--- config.mk ---
export PLATFORM = sky130hd
export DESIGN_NAME = planta_envase
export DESIGN_NICKNAME = d
export VERILOG_FILES = /design/src/rtl/planta_pkg.sv /design/src/rtl/planta_contador_sat.sv /design/src/rtl/planta_envase.sv
export SDC_FILE = /design/constraint.sdc
export NUM_CORES = 1
export LEC_CHECK = 0
export ABC_AREA = 1
export BUFFER_PORTS_ARGS = -buffer_cell sky130_fd_sc_hd__buf_4
export CAP_MARGIN = 25
export CORE_MARGIN = 5
export CORE_UTILIZATION = 60
export CTS_BUF_LIST = sky130_fd_sc_hd__clkbuf_4 sky130_fd_sc_hd__clkbuf_8
export DETAILED_ROUTE_END_ITERATION = 8
export PLACE_DENSITY_LB_ADDON = 0.25
export SLEW_MARGIN = 15
export SYNTH_ARGS = -nofsm -noshare
export SYNTH_HDL_FRONTEND = slang
export SYNTH_SLANG_ARGS = --single-unit
--- constraint.sdc ---
create_clock -name clk -period 1.75 [get_ports clk]
set_input_delay 0.2625 -clock clk [delete_from_list [all_inputs] [get_ports clk]]
set_output_delay 0.2625 -clock clk [all_outputs]
set_load 0.02 [all_outputs]
--- src/rtl/planta_pkg.sv ---
// planta_pkg
// Shared definitions for the bottling-line plant emulator.
// Contents:
//   estado_t      plant state encoding (3 bits)
//   FALHA_*       bit positions inside the sticky fault vector
//   IDX_W, CNT_W  bottle index width and counter width
//   idx_seguinte  bottle index successor, wrapping after the last pattern entry
package planta_pkg;

    localparam int IDX_W       = 4;
    localparam int CNT_W       = 8;
    localparam int NUM_BOTTLES = 12;

    localparam int FALHA_OVERFLOW = 0;  // valve kept open past the overfill margin
    localparam int FALHA_SEQ      = 1;  // bottle moved unfilled or unsealed
    localparam int FALHA_CQ       = 2;  // discard decision disagrees with quality result

    typedef enum logic [2:0] {
        IDLE    = 3'd0,
        TO_FILL = 3'd1,
        AT_FILL = 3'd2,
        TO_SEAL = 3'd3,
        AT_SEAL = 3'd4,
        TO_CQ   = 3'd5,
        AT_CQ   = 3'd6,
        EXIT    = 3'd7
    } estado_t;

    function automatic logic [IDX_W-1:0] idx_seguinte(input logic [IDX_W-1:0] idx);
        if (idx == IDX_W'(NUM_BOTTLES - 1)) begin
            return '0;
        end
        return idx + IDX_W'(1);
    endfunction

endpackage

--- src/rtl/planta_contador_sat.sv ---
// planta_contador_sat
// Saturating up-counter with enable and synchronous clear.
// Ports:
//   clk    in   clock
//   reset  in   synchronous, active-high
//   clr    in   synchronous clear (priority over en)
//   en     in   count enable; holds at all-ones
//   count  out  current value
module planta_contador_sat
    import planta_pkg::*;
#(
    parameter int W = CNT_W
) (
    input  logic         clk,
    input  logic         reset,
    input  logic         clr,
    input  logic         en,
    output logic [W-1:0] count
);

    always_ff @(posedge clk) begin
        if (reset || clr) begin
            count <= '0;
        end else if (en && (count != '1)) begin
            count <= count + W'(1);
        end
    end

endmodule

--- src/rtl/planta_envase.sv ---
// planta_envase
// Cycle-accurate plant emulator for the bottling line. Consumes the
// controller's actuator commands and produces the sensor readings, moving
// one bottle at a time through fill, seal and quality-check stations.
// Plant time advances only on clk edges where tick = 1.
// Ports:
//   clk              in   system clock
//   reset            in   synchronous, active-high
//   tick             in   one-cycle plant time enable
//   motor            in   conveyor motor command
//   ev               in   fill valve command
//   ve               in   sealing actuator command
//   descarte         in   reject actuator command
//   garrafa          out  bottle present at a station
//   sensor_de_nivel  out  bottle at or above full level
//   sensor_cq        out  quality result (only meaningful in AT_CQ)
//   aprovadas        out  approved bottles, saturating
//   descartadas      out  rejected bottles, saturating
//   falha            out  sticky faults: [0] overflow, [1] sequence, [2] wrong decision
//
// state   | meaning
// --------+--------------------------------------------------------------
// IDLE    | no bottle on the line, waiting for the motor
// TO_FILL | bottle travelling to the fill station
// AT_FILL | bottle under the valve, level counts ev ticks
// TO_SEAL | bottle travelling to the sealing station
// AT_SEAL | bottle under the sealer, ve latches the seal flag
// TO_CQ   | bottle travelling to quality check
// AT_CQ   | quality result presented, waiting for accept or discard
// EXIT    | bottle leaving the line, back to IDLE on the next tick
module planta_envase
    import planta_pkg::*;
#(
    parameter int          TRAVEL_TICKS    = 3,
    parameter int          FILL_TICKS      = 4,
    parameter int          OVERFILL_MARGIN = 2,
    parameter logic [11:0] CQ_PATTERN      = 12'b1111_0111_1110
) (
    input  logic       clk,
    input  logic       reset,
    input  logic       tick,
    input  logic       motor,
    input  logic       ev,
    input  logic       ve,
    input  logic       descarte,
    output logic       garrafa,
    output logic       sensor_de_nivel,
    output logic       sensor_cq,
    output logic [7:0] aprovadas,
    output logic [7:0] descartadas,
    output logic [2:0] falha
);

    // The counter is already at 1 when a bottle leaves a station, so the
    // arrival tick is the one that finds it at TRAVEL_TICKS-1.
    localparam logic [CNT_W-1:0] TRAVEL_LAST = CNT_W'(TRAVEL_TICKS - 1);
    localparam logic [CNT_W-1:0] FILL_L      = CNT_W'(FILL_TICKS);
    localparam logic [CNT_W-1:0] LEVEL_MAX   = CNT_W'(FILL_TICKS + OVERFILL_MARGIN);
    // Padded to the full index range so any idx value selects a defined bit.
    localparam logic [15:0]      CQ_TAB      = {4'b0000, CQ_PATTERN};

    estado_t            state, state_next;
    logic [IDX_W-1:0]   idx, idx_next;
    logic               selada, selada_next;
    logic [2:0]         falha_next;
    logic [CNT_W-1:0]   travel, level, level_next;
    logic               travel_en, travel_clr;
    logic               level_en, level_clr;
    logic               apr_en, desc_en;
    logic               cq_bit;
    logic               garrafa_d, nivel_d, cq_d;

    planta_contador_sat #(.W(CNT_W)) u_travel (
        .clk   (clk),
        .reset (reset),
        .clr   (travel_clr),
        .en    (travel_en),
        .count (travel)
    );

    planta_contador_sat #(.W(CNT_W)) u_level (
        .clk   (clk),
        .reset (reset),
        .clr   (level_clr),
        .en    (level_en),
        .count (level)
    );

    planta_contador_sat #(.W(CNT_W)) u_aprovadas (
        .clk   (clk),
        .reset (reset),
        .clr   (1'b0),
        .en    (apr_en),
        .count (aprovadas)
    );

    planta_contador_sat #(.W(CNT_W)) u_descartadas (
        .clk   (clk),
        .reset (reset),
        .clr   (1'b0),
        .en    (desc_en),
        .count (descartadas)
    );

    assign cq_bit = CQ_TAB[idx];

    always_comb begin
        state_next  = state;
        idx_next    = idx;
        selada_next = selada;
        falha_next  = falha;
        travel_en   = 1'b0;
        travel_clr  = 1'b0;
        level_en    = 1'b0;
        level_clr   = 1'b0;
        apr_en      = 1'b0;
        desc_en     = 1'b0;

        if (tick) begin
            case (state)
                IDLE: begin
                    if (motor) begin
                        state_next = TO_FILL;
                        travel_en  = 1'b1;
                    end
                end

                TO_FILL, TO_SEAL, TO_CQ: begin
                    if (motor) begin
                        if (travel >= TRAVEL_LAST) begin
                            travel_clr = 1'b1;
                            case (state)
                                TO_FILL: state_next = AT_FILL;
                                TO_SEAL: state_next = AT_SEAL;
                                default: state_next = AT_CQ;
                            endcase
                        end else begin
                            travel_en = 1'b1;
                        end
                    end
                end

                AT_FILL: begin
                    // motor has priority over the valve on a shared tick
                    if (motor) begin
                        state_next = TO_SEAL;
                        travel_en  = 1'b1;
                        if (level < FILL_L) begin
                            falha_next[FALHA_SEQ] = 1'b1;
                        end
                    end else if (ev) begin
                        if (level >= LEVEL_MAX) begin
                            falha_next[FALHA_OVERFLOW] = 1'b1;
                        end else begin
                            level_en = 1'b1;
                        end
                    end
                end

                AT_SEAL: begin
                    // a seal on the departure tick still counts
                    if (ve) begin
                        selada_next = 1'b1;
                    end
                    if (motor) begin
                        state_next = TO_CQ;
                        travel_en  = 1'b1;
                        if (!(selada || ve)) begin
                            falha_next[FALHA_SEQ] = 1'b1;
                        end
                    end
                end

                AT_CQ: begin
                    if (descarte) begin
                        state_next  = EXIT;
                        desc_en     = 1'b1;
                        level_clr   = 1'b1;
                        selada_next = 1'b0;
                        if (cq_bit) begin
                            falha_next[FALHA_CQ] = 1'b1;
                        end
                    end else if (motor) begin
                        state_next  = EXIT;
                        apr_en      = 1'b1;
                        level_clr   = 1'b1;
                        selada_next = 1'b0;
                        if (!cq_bit) begin
                            falha_next[FALHA_CQ] = 1'b1;
                        end
                    end
                end

                EXIT: begin
                    state_next  = IDLE;
                    idx_next    = idx_seguinte(idx);
                    level_clr   = 1'b1;
                    selada_next = 1'b0;
                end

                default: begin
                    state_next = IDLE;
                end
            endcase
        end
    end

    // Registered sensor values are derived from the post-edge state so they
    // track the plant state on the same edge it changes.
    always_comb begin
        if (level_clr) begin
            level_next = '0;
        end else if (level_en) begin
            level_next = level + CNT_W'(1);
        end else begin
            level_next = level;
        end
        garrafa_d = (state_next == AT_FILL) || (state_next == AT_SEAL) || (state_next == AT_CQ);
        nivel_d   = ((state_next == AT_FILL) || (state_next == AT_SEAL)) && (level_next >= FILL_L);
        cq_d      = (state_next == AT_CQ) && CQ_TAB[idx_next];
    end

    always_ff @(posedge clk) begin
        if (reset) begin
            state           <= IDLE;
            idx             <= '0;
            selada          <= 1'b0;
            falha           <= '0;
            garrafa         <= 1'b0;
            sensor_de_nivel <= 1'b0;
            sensor_cq       <= 1'b0;
        end else begin
            state           <= state_next;
            idx             <= idx_next;
            selada          <= selada_next;
            falha           <= falha_next;
            garrafa         <= garrafa_d;
            sensor_de_nivel <= nivel_d;
            sensor_cq       <= cq_d;
        end
    end

endmodule
==> flow_metrics.env, run 1 <==
export IMPL_syn_to_final_growth_pct=16.0
export IMPL_avgSynthCellArea_sq_um=6.87
export IMPL_cellPowerDensity_nw_per_um2=656
export IMPL_p_comb_share_pct=5.3
export IMPL_avgViaCountPerCell=5.12
export IMPL_max_cap_violations=0
export IMPL_port_buffers=28
export IMPL_yosys_register_bits=47
export IMPL_path_clk_slew_ns=0.08
export IMPL_period_share_pct=89.9
export IMPL_status="finished, final reports clean"
export IMPL_whs_ns=0.256
export IMPL_cts_hold_buf=0
export IMPL_ioPinCount=29
export IMPL_synth_nets=363
export IMPL_cellInternalPower_mw=1.42
export IMPL_skew_ns=0.00827
export IMPL_maxSlewHeadroom_pct=73.6
export IMPL_yosys_top_cells_area="dfxtp_1, nand2_1, nor2_1"
export IMPL_hp_class="in2reg"
export IMPL_p_leak_nw=1.22
export IMPL_drt_iter0_drc=120
export IMPL_post_route_min_period_ns=1.57
export IMPL_dp_cells=429
export IMPL_crit_type="reg2reg"
export IMPL_ctsResizeCount=0
export IMPL_yosysSeqAreaShare_pct=39.1
export IMPL_cp_required_ns=1.95
export IMPL_fmax_mhz=636
export IMPL_worstMarginPinSlew_ns=0.396
export IMPL_cts_setup_buffers=0
export IMPL_yosysMostFrequentCell="nand2_1"
export IMPL_fin_nets=399
export IMPL_swShare_pct=22.5
export IMPL_num_vias=2234
export IMPL_async_flop_share_pct=0
export IMPL_grt_pass1_vias=2021
export IMPL_ys_types=35
export IMPL_p_switching_mw=0.411
export IMPL_setup_viol=0
export IMPL_cts_max_path_buffers=2
export IMPL_finalMaxSlewViolations=0
export IMPL_grt_max_degree=16
export IMPL_synth_flop_cell="dfxtp_1"
export IMPL_routedWlPerCell_um=10.9
export IMPL_die_h_um=73.3
export IMPL_gp_congestion=0.968
export IMPL_drt_antenna_violating_nets=0
export IMPL_hold_depth=2
export IMPL_post_route_cells_drive_above_1_share_pct=16.8
export IMPL_clkLatencyLatePin_ns=0.29
export IMPL_fp_coreArea_sq_um=3940
export IMPL_cts_htree_levels=2
export IMPL_initial_utilization_pct=61.0
export IMPL_crit_path_max_fanout=7
export IMPL_clkPwrFrac_pct=35.7
export IMPL_reg2regPathDepth=7
export IMPL_clock_root_buffer="clkbuf_8"
export IMPL_diodes=0
export IMPL_synth_area_leader_cell="dfxtp_1"
export IMPL_dieArea_sq_um=5370
export IMPL_yosys_area_top_type_share_pct=39.1
export IMPL_clock_sinks=47
export IMPL_post_dp_hpwl_um=3560
export IMPL_instances_no_fill=436
export IMPL_arrival_ns=1.77
export IMPL_grt_first_pass_wirelength_um=8400
export IMPL_cts_buffers=5
export IMPL_critPathCaptureType="register"
export IMPL_antenna_found_initial=0
export IMPL_start_kind="register"
export IMPL_drc=0
export IMPL_die_x_um=73.3
export IMPL_synth_top_cells_by_count="nand2_1, nor2_1, dfxtp_1"
export IMPL_peakVddDrop_mv=0.399
export IMPL_syn_inst=350
export IMPL_wl_um=4740
export IMPL_hold_viol_final=0
export IMPL_pwr_share_seq_pct=59.0
export IMPL_row_count=23
export IMPL_tritoncts="built"
export IMPL_synth_area_sq_um=2400
export IMPL_dr_pass1_iters=4
export IMPL_synth_edf_count=0
export IMPL_ys_warn_count=0
export IMPL_gr_total_overflow=0
export IMPL_grtUsageTotal_pct=19.5
## through the flow
| stage | setup TNS (ns) | cell area, sq um | power [mW] | utilization, % | setup WS, ns |
|---|---|---|---|---|---|
| detailed placement | 0 | 2690 | 1.20 | 68.3 | 0.0888 |
| finish | 0 | 2790 | 1.83 | 70.7 | 0.177 |
| floorplan | 0 | 2400 | 1.16 | - | 0.225 |
| global placement | 0 | 2690 | 1.20 | 68.3 | 0.144 |
| CTS | 0 | 2780 | 1.84 | 70.5 | 0.0755 |
| global route | -0.0105 | 2790 | 1.90 | 70.7 | -0.0105 |
## cell usage in the layout (no fill, tap or decap), drive strengths merged, types with 7 or more instances in the layout
master  synthesis  final
dfxtp          47     47
xor2            7      7
nand2          80     80
buf             1     32
nor2           60     60
nand4          10     10
inv            49     49
o21ai          22     22
a21oi          28     28
nand3          15     15
## per-layer routing
| metal | share of wire [%] | vias to the layer above | track usage, % |
|---|---|---|---|
| li1 | - | 1194 | - |
| met1 | 49 | 984 | 25.7 |
| met2 | 44 | 52 | 31.6 |
| met3 | 5.9 | 4 | 4.38 |
| met4 | 0.80 | 0 | 6.64 |
| met5 | 0 | - | 0 |
## flip-flops by register name (all words and copies together), names as in the netlist
name and cells:
falha 3, garrafa 1, cq_bit 1, u_descartadas.count 8, state 3, idx 4, u_aprovadas.count 8, u_level.count 8
sensor_cq 1, u_travel.count 8, sensor_de_nivel 1, selada 1
## layout make-up
| class | instances | area, sq um |
|---|---|---|
| multi-input combinational | 251 | 1270 |
| sequential | 47 | 943 |
| timing repair buffer | 32 | 240 |
| inverter | 49 | 186 |
| clock buffer | 6 | 82.6 |
| tap | 50 | 62.6 |
| clock inverter | 1 | 5.00 |
| fill | 331 | 1150 |
## worst paths after layout
kind	from	to	slack (ns)
min reg2reg	u_level.count[6]$_SDFFE_PP0P_	u_level.count[6]$_SDFFE_PP0P_	0.46
min	reset	u_aprovadas.count[4]$_SDFFE_PP0P_	0.26
max reg2reg	state[1]$_SDFF_PP0_	cq_bit$_DFF_P_	0.18
max	state[1]$_SDFF_PP0_	cq_bit$_DFF_P_	0.18
## worst max-delay path: stages (launching register included)
cell	delay (ns)
dfxtp_1	0.49
nand3_2	0.17
nor2_4	0.18
nand2_1	0.07
a22oi_1	0.26
nand3_1	0.12
nand2_1	0.13
nand2_1	0.06
## power by group through the flow
stage	Sequential, mW	Clock (mW)	Combinational (mW)
after detailed placement	1.10	0	0.0956
after CTS	1.08	0.668	0.0960
after global routing	1.08	0.708	0.112
after global placement	1.10	0	0.0942
final	1.08	0.652	0.0972
after floorplan	1.10	0	0.0594
## cell families after synthesis
logic type,count (synthesis),synth area share (%)
AND/OR/NAND/NOR,176,31.6
buffers and inverters,52,8.33
XOR/XNOR,10,3.64
adder cells (fa/ha/maj),6,3.12
flip-flops,47,39.1
AO/OA/AOI/OAI,59,14.2
No activity file was read; power rests on OpenSTA's default activity.
==> run 2: changes to the inputs <==
--- a/config.mk
+++ b/config.mk
@@ -11,6 +11,7 @@
 export CORE_MARGIN = 5
 export CORE_UTILIZATION = 60
 export CTS_BUF_LIST = sky130_fd_sc_hd__clkbuf_4 sky130_fd_sc_hd__clkbuf_8
+export CTS_CLUSTER_SIZE = 16
 export DETAILED_ROUTE_END_ITERATION = 8
 export PLACE_DENSITY_LB_ADDON = 0.25
 export SLEW_MARGIN = 15
==> constraint.sdc (replaced) <==
create_clock -name clk -period 1.75 [get_ports clk]
set_input_delay 0.35 -clock clk [delete_from_list [all_inputs] [get_ports clk]]
set_output_delay 0.35 -clock clk [all_outputs]
set_load 0.02 [all_outputs]
==> flow_metrics.env, run 2 (same netlist as run 1, synthesis figures left out) <==
export IMPL_status="finished, final reports clean"
export IMPL_grt_pass1_vias=2000
export IMPL_gp_congestion=0.949
export IMPL_most_common_layout_cells="nand2_1, nor2_1, dfxtp_1"
export IMPL_grtUsageTotal_pct=19.8
export IMPL_crit_type="reg2reg"
export IMPL_crit_slowest_cell="dfxtp_1"
export IMPL_grt_max_degree=16
export IMPL_ioPinCount=29
export IMPL_diodes=0
export IMPL_num_vias=2228
export IMPL_drt_iter0_drc=119
export IMPL_wl_um=4920
export IMPL_hold_viol_final=0
export IMPL_post_route_cells_drive_above_1_share_pct=17.6
export IMPL_hp_class="in2reg"
export IMPL_cts_max_path_buffers=2
export IMPL_cts_buffers=5
export IMPL_setup_viol=0
export IMPL_routedWlPerCell_um=11.2
export IMPL_fin_nets=399
export IMPL_fp_coreArea_sq_um=3940
export IMPL_post_route_min_period_ns=1.59
export IMPL_fin_util_pct=72.1
export IMPL_critPathMaxStageDelay_ns=0.41
export IMPL_port_buffers=28
export IMPL_dieArea_sq_um=5370
export IMPL_dr_pass1_iters=4
export IMPL_avgViaCountPerCell=5.10
export IMPL_cts_hold_buf=0
export IMPL_max_cap_violations=0
export IMPL_peakVddDrop_mv=0.541
export IMPL_period_share_pct=90.9
export IMPL_antenna_found_initial=0
export IMPL_drc=0
export IMPL_maxSlewHeadroom_pct=69.7
export IMPL_finalMaxSlewViolations=0
export IMPL_path_cells="ha_1 -> nand4_1 -> nor3_1 -> nor2_1 -> nand2_2 -> buf_4 -> nand2_1 -> a21oi_1"
export IMPL_r2r_slack_ns=0.16
export IMPL_grt_first_pass_wirelength_um=8540
export IMPL_clkLatencyLatePin_ns=0.31
export IMPL_die_h_um=73.3
export IMPL_p_leak_nw=1.24
export IMPL_row_count=23
export IMPL_drt_antenna_violating_nets=0
export IMPL_fmax_mhz=629
export IMPL_clock_root_buffer="clkbuf_8"
export IMPL_clock_sinks=47
export IMPL_syn_to_final_growth_pct=18.2
export IMPL_dp_cells=429
export IMPL_worstMarginPinSlew_ns=0.454
export IMPL_path_delay_family="simple AND/OR/NAND/NOR gates"
export IMPL_start_kind="register"
export IMPL_path_clk_slew_ns=0.09
export IMPL_rsz0062_at_grt="false"
export IMPL_critPathCaptureType="register"
export IMPL_gr_total_overflow=0
export IMPL_initial_utilization_pct=61.0
export IMPL_instances_no_fill=437
export IMPL_arrival_ns=1.82
export IMPL_skew_ns=0.0100
export IMPL_final_common_cell="nand2_1"
export IMPL_cellPowerDensity_nw_per_um2=747
export IMPL_setup_tns_ns=0
export IMPL_cts_htree_levels=2
export IMPL_crit_path_max_fanout=8
export IMPL_tritoncts="built"
export IMPL_cp_required_ns=1.98
export IMPL_die_x_um=73.3
export IMPL_post_dp_hpwl_um=3560
export IMPL_critPathBufInv=1
run 2: cell count changes in the layout (fill, tap and decap cells not counted), sizes merged:
| cell | before | now |
|---|---|---|
| bufinv | 0 | 2 |
| clkbuf | 6 | 5 |
| clkinv | 1 | 0 |
| clkinvlp | 0 | 1 |
run 2: layout make-up:
cell class                 instances  area, sq um
timing repair buffer              32          240
inverter                          49          186
clock inverter                     3         67.6
tap                               50         62.6
clock buffer                       5         68.8
fill                             311         1100
multi-input combinational        251         1270
sequential                        47          942
run 2: per-layer routing:
metal / vias to the layer above / routed length (um) / track usage [%] / part of all wire, %
li1: 1196 / - / - / -
met1: 983 / 2430 / 26.5 / 49
met2: 42 / 2140 / 31.3 / 43
met3: 7 / 278 / 4.79 / 5.7
met4: 0 / 70 / 7.04 / 1.4
met5: - / 0 / 0 / 0
run 2: path summary, 6_finish.rpt:
kind	from	endpoint	depth (start not counted)
worst max register to register	u_travel.count[1]$_SDFFE_PP0P_	u_travel.count[6]$_SDFFE_PP0P_	8
worst max-delay path	u_travel.count[1]$_SDFFE_PP0P_	u_travel.count[6]$_SDFFE_PP0P_	8
worst min register to register	u_level.count[5]$_SDFFE_PP0P_	u_level.count[5]$_SDFFE_PP0P_	2
worst min-delay path	reset	u_aprovadas.count[4]$_SDFFE_PP0P_	2
run 2: what timing repair did:
action                                  4_1_cts  5_1_grt
endpoints found under the setup margin        0        3
gates resized for setup                       0        6
setup buffers                                 0        0
run 2: worst register-to-register path, cell delays in order (launching register included):
cell and delay, ns:
dfxtp_1 0.41, ha_1 0.24, nand4_1 0.17, nor3_1 0.18
nor2_1 0.07, nand2_2 0.06, buf_4 0.15, nand2_1 0.08
a21oi_1 0.17
run 2: per-stage QoR:
step | hold WS, ns | cell area, sq um | power [mW] | setup WS, ns
after floorplan | 0.419 | 2400 | 1.16 | 0.225
after global placement | 0.434 | 2690 | 1.20 | 0.148
after detailed placement | 0.433 | 2690 | 1.20 | 0.0880
after CTS | 0.323 | 2830 | 2.13 | 0.0407
after global routing | 0.326 | 2840 | 2.19 | 0.00166
final | 0.331 | 2840 | 2.12 | 0.160
run 2: where the power goes:
part           internal, mW  total (mW)  switching, mW
Combinational        0.0333      0.0964         0.0631
Clock                 0.570       0.945          0.376
Sequential             1.07        1.08        0.00641
==> run 3: changes to the inputs <==
--- a/config.mk
+++ b/config.mk
@@ -9,7 +9,7 @@
 export BUFFER_PORTS_ARGS = -buffer_cell sky130_fd_sc_hd__buf_4
 export CAP_MARGIN = 25
 export CORE_MARGIN = 5
-export CORE_UTILIZATION = 60
+export CORE_UTILIZATION = 64
 export CTS_BUF_LIST = sky130_fd_sc_hd__clkbuf_4 sky130_fd_sc_hd__clkbuf_8
 export CTS_CLUSTER_SIZE = 16
 export DETAILED_ROUTE_END_ITERATION = 8
==> constraint.sdc (replaced) <==
create_clock -name clk -period 2.06 [get_ports clk]
set_input_delay 0.412 -clock clk [delete_from_list [all_inputs] [get_ports clk]]
set_output_delay 0.412 -clock clk [all_outputs]
set_load 0.02 [all_outputs]
==> flow_metrics.env, run 3 (same netlist as run 1, synthesis figures left out) <==
export IMPL_status="finished, final reports clean"
export IMPL_cts_buffers=5
export IMPL_cp_required_ns=2.29
export IMPL_clock_root_buffer="clkbuf_8"
export IMPL_period_share_pct=84.2
export IMPL_grt_met1_usage_pct=25.4
export IMPL_fmax_mhz=576
export IMPL_cts_htree_levels=2
export IMPL_syn_to_final_growth_pct=14.7
export IMPL_tritoncts="built"
export IMPL_drc=0
export IMPL_use_met2_pct=36.7
export IMPL_grt_busiest_layer="met2"
export IMPL_setup_viol=0
export IMPL_wl_um=5000
export IMPL_post_dp_hpwl_um=3710
export IMPL_clock_sinks=47
export IMPL_finalMaxSlewViolations=0
export IMPL_final_common_cell="nand2_1"
export IMPL_num_vias=2274
export IMPL_hp_class="in2reg"
export IMPL_fp_coreArea_sq_um=3660
export IMPL_fin_util_pct=75.3
export IMPL_most_common_layout_cells="nand2_1, nor2_1, dfxtp_1"
export IMPL_p_leak_nw=1.21
export IMPL_crit_path_max_fanout=4
export IMPL_die_h_um=71.3
export IMPL_setup_tns_ns=0
export IMPL_rsz0062_at_grt="false"
export IMPL_dr_pass1_iters=4
export IMPL_drt_iter0_drc=112
export IMPL_cts_max_path_buffers=2
export IMPL_fin_nets=396
export IMPL_worstMarginPinSlew_ns=0.445
export IMPL_arrival_ns=1.97
export IMPL_crit_type="reg2reg"
export IMPL_cellPowerDensity_nw_per_um2=561
export IMPL_skew_ns=0.00246
export IMPL_grt_first_pass_wirelength_um=8670
export IMPL_grtUsageTotal_pct=20.7
export IMPL_grt_pass1_vias=2067
export IMPL_cts_hold_buf=0
export IMPL_grt_max_degree=17
export IMPL_path_clk_slew_ns=0.08
export IMPL_critPathCaptureType="register"
export IMPL_gr_total_overflow=0
export IMPL_routedWlPerCell_um=11.6
export IMPL_post_route_min_period_ns=1.73
export IMPL_start_kind="register"
export IMPL_ctsResizeCount=0
export IMPL_cts_setup_buffers=0
export IMPL_max_cap_violations=0
export IMPL_ioPinCount=29
export IMPL_port_buffers=28
export IMPL_clkLatencyLatePin_ns=0.29
export IMPL_hold_viol_final=0
export IMPL_diodes=0
export IMPL_grtUsageMet3_pct=4.63
export IMPL_maxSlewHeadroom_pct=70.3
export IMPL_dieArea_sq_um=5080
export IMPL_die_x_um=71.3
export IMPL_drt_antenna_violating_nets=0
export IMPL_initial_utilization_pct=65.7
export IMPL_gp_congestion=0.924
export IMPL_row_count=22
export IMPL_post_route_cells_drive_above_1_share_pct=15.4
export IMPL_antenna_found_initial=0
export IMPL_avgViaCountPerCell=5.26
export IMPL_peakVddDrop_mv=0.419
[run 3: changes by cell type in the layout (fill, tap and decap cells not counted), moves of 2 or more]
| cell | previous run | this run |
|---|---|---|
| buf_4 | 32 | 29 |
| nand2_2 | 4 | 2 |
| nand2_1 | 76 | 78 |
| bufinv_16 | 2 | 0 |
| clkbuf_4 | 0 | 2 |
[run 3: worst max-delay path: stages, from the launching register on]
cell     delay, ns
dfxtp_1       0.37
inv_1         0.09
ha_1          0.20
nor2_1        0.08
nand2_1       0.07
o21ai_1       0.23
nand2_1       0.10
nand2_1       0.09
nand2_1       0.07
nor2_1        0.13
nand3_1       0.13
a21oi_2       0.12
[run 3: stage by stage]
step	area, sq um	power (mW)	cells	hold slack, ns	worst slack (ns)
3_5_place_dp	2670	1.01	424	0.443	0.367
2_1_floorplan	2400	0.987	350	0.421	0.535
5_1_grt	2760	1.61	432	0.416	0.0762
6_report	2760	1.55	432	0.415	0.325
3_3_place_gp	2670	1.01	424	0.431	0.460
4_1_cts	2760	1.56	432	0.405	0.342
[run 3: report_power, final]
group | switching [mW] | leakage (nW) | internal (mW)
clock | 0.289 | 0.0491 | 0.265
sequential | 0.00543 | 0.379 | 0.911
combinational | 0.0517 | 0.778 | 0.0251
total | 0.347 | 1.21 | 1.20
[run 3: worst paths after layout]
| kind | depth (start not counted) | slack, ns | from | end |
|---|---|---|---|---|
| setup / recovery | 11 | 0.33 | u_travel.count[0]$_SDFFE_PP0P_ | sensor_cq$_SDFF_PP0_ |
| hold / removal | 2 | 0.42 | reset | falha[1]$_SDFFE_PP0P_ |
| setup reg to reg | 11 | 0.33 | u_travel.count[0]$_SDFFE_PP0P_ | sensor_cq$_SDFF_PP0_ |
| hold reg to reg | 2 | 0.46 | u_level.count[5]$_SDFFE_PP0P_ | u_level.count[5]$_SDFFE_PP0P_ |
[run 3: layer usage]
metal  up-vias  part of all wire, %
met1      1026                   45
met5         -                    0
met2        44                   48
met3         8                  4.7
met4         0                  1.3
li1       1196                    -
[run 3: final cells by class]
type | count | area (sq um)
multi-input combinational | 251 | 1260
sequential | 47 | 941
fill | 316 | 905
timing repair buffer | 29 | 218
inverter | 49 | 186
clock buffer | 7 | 83.8
tap | 48 | 60.1
clock inverter | 1 | 5.00
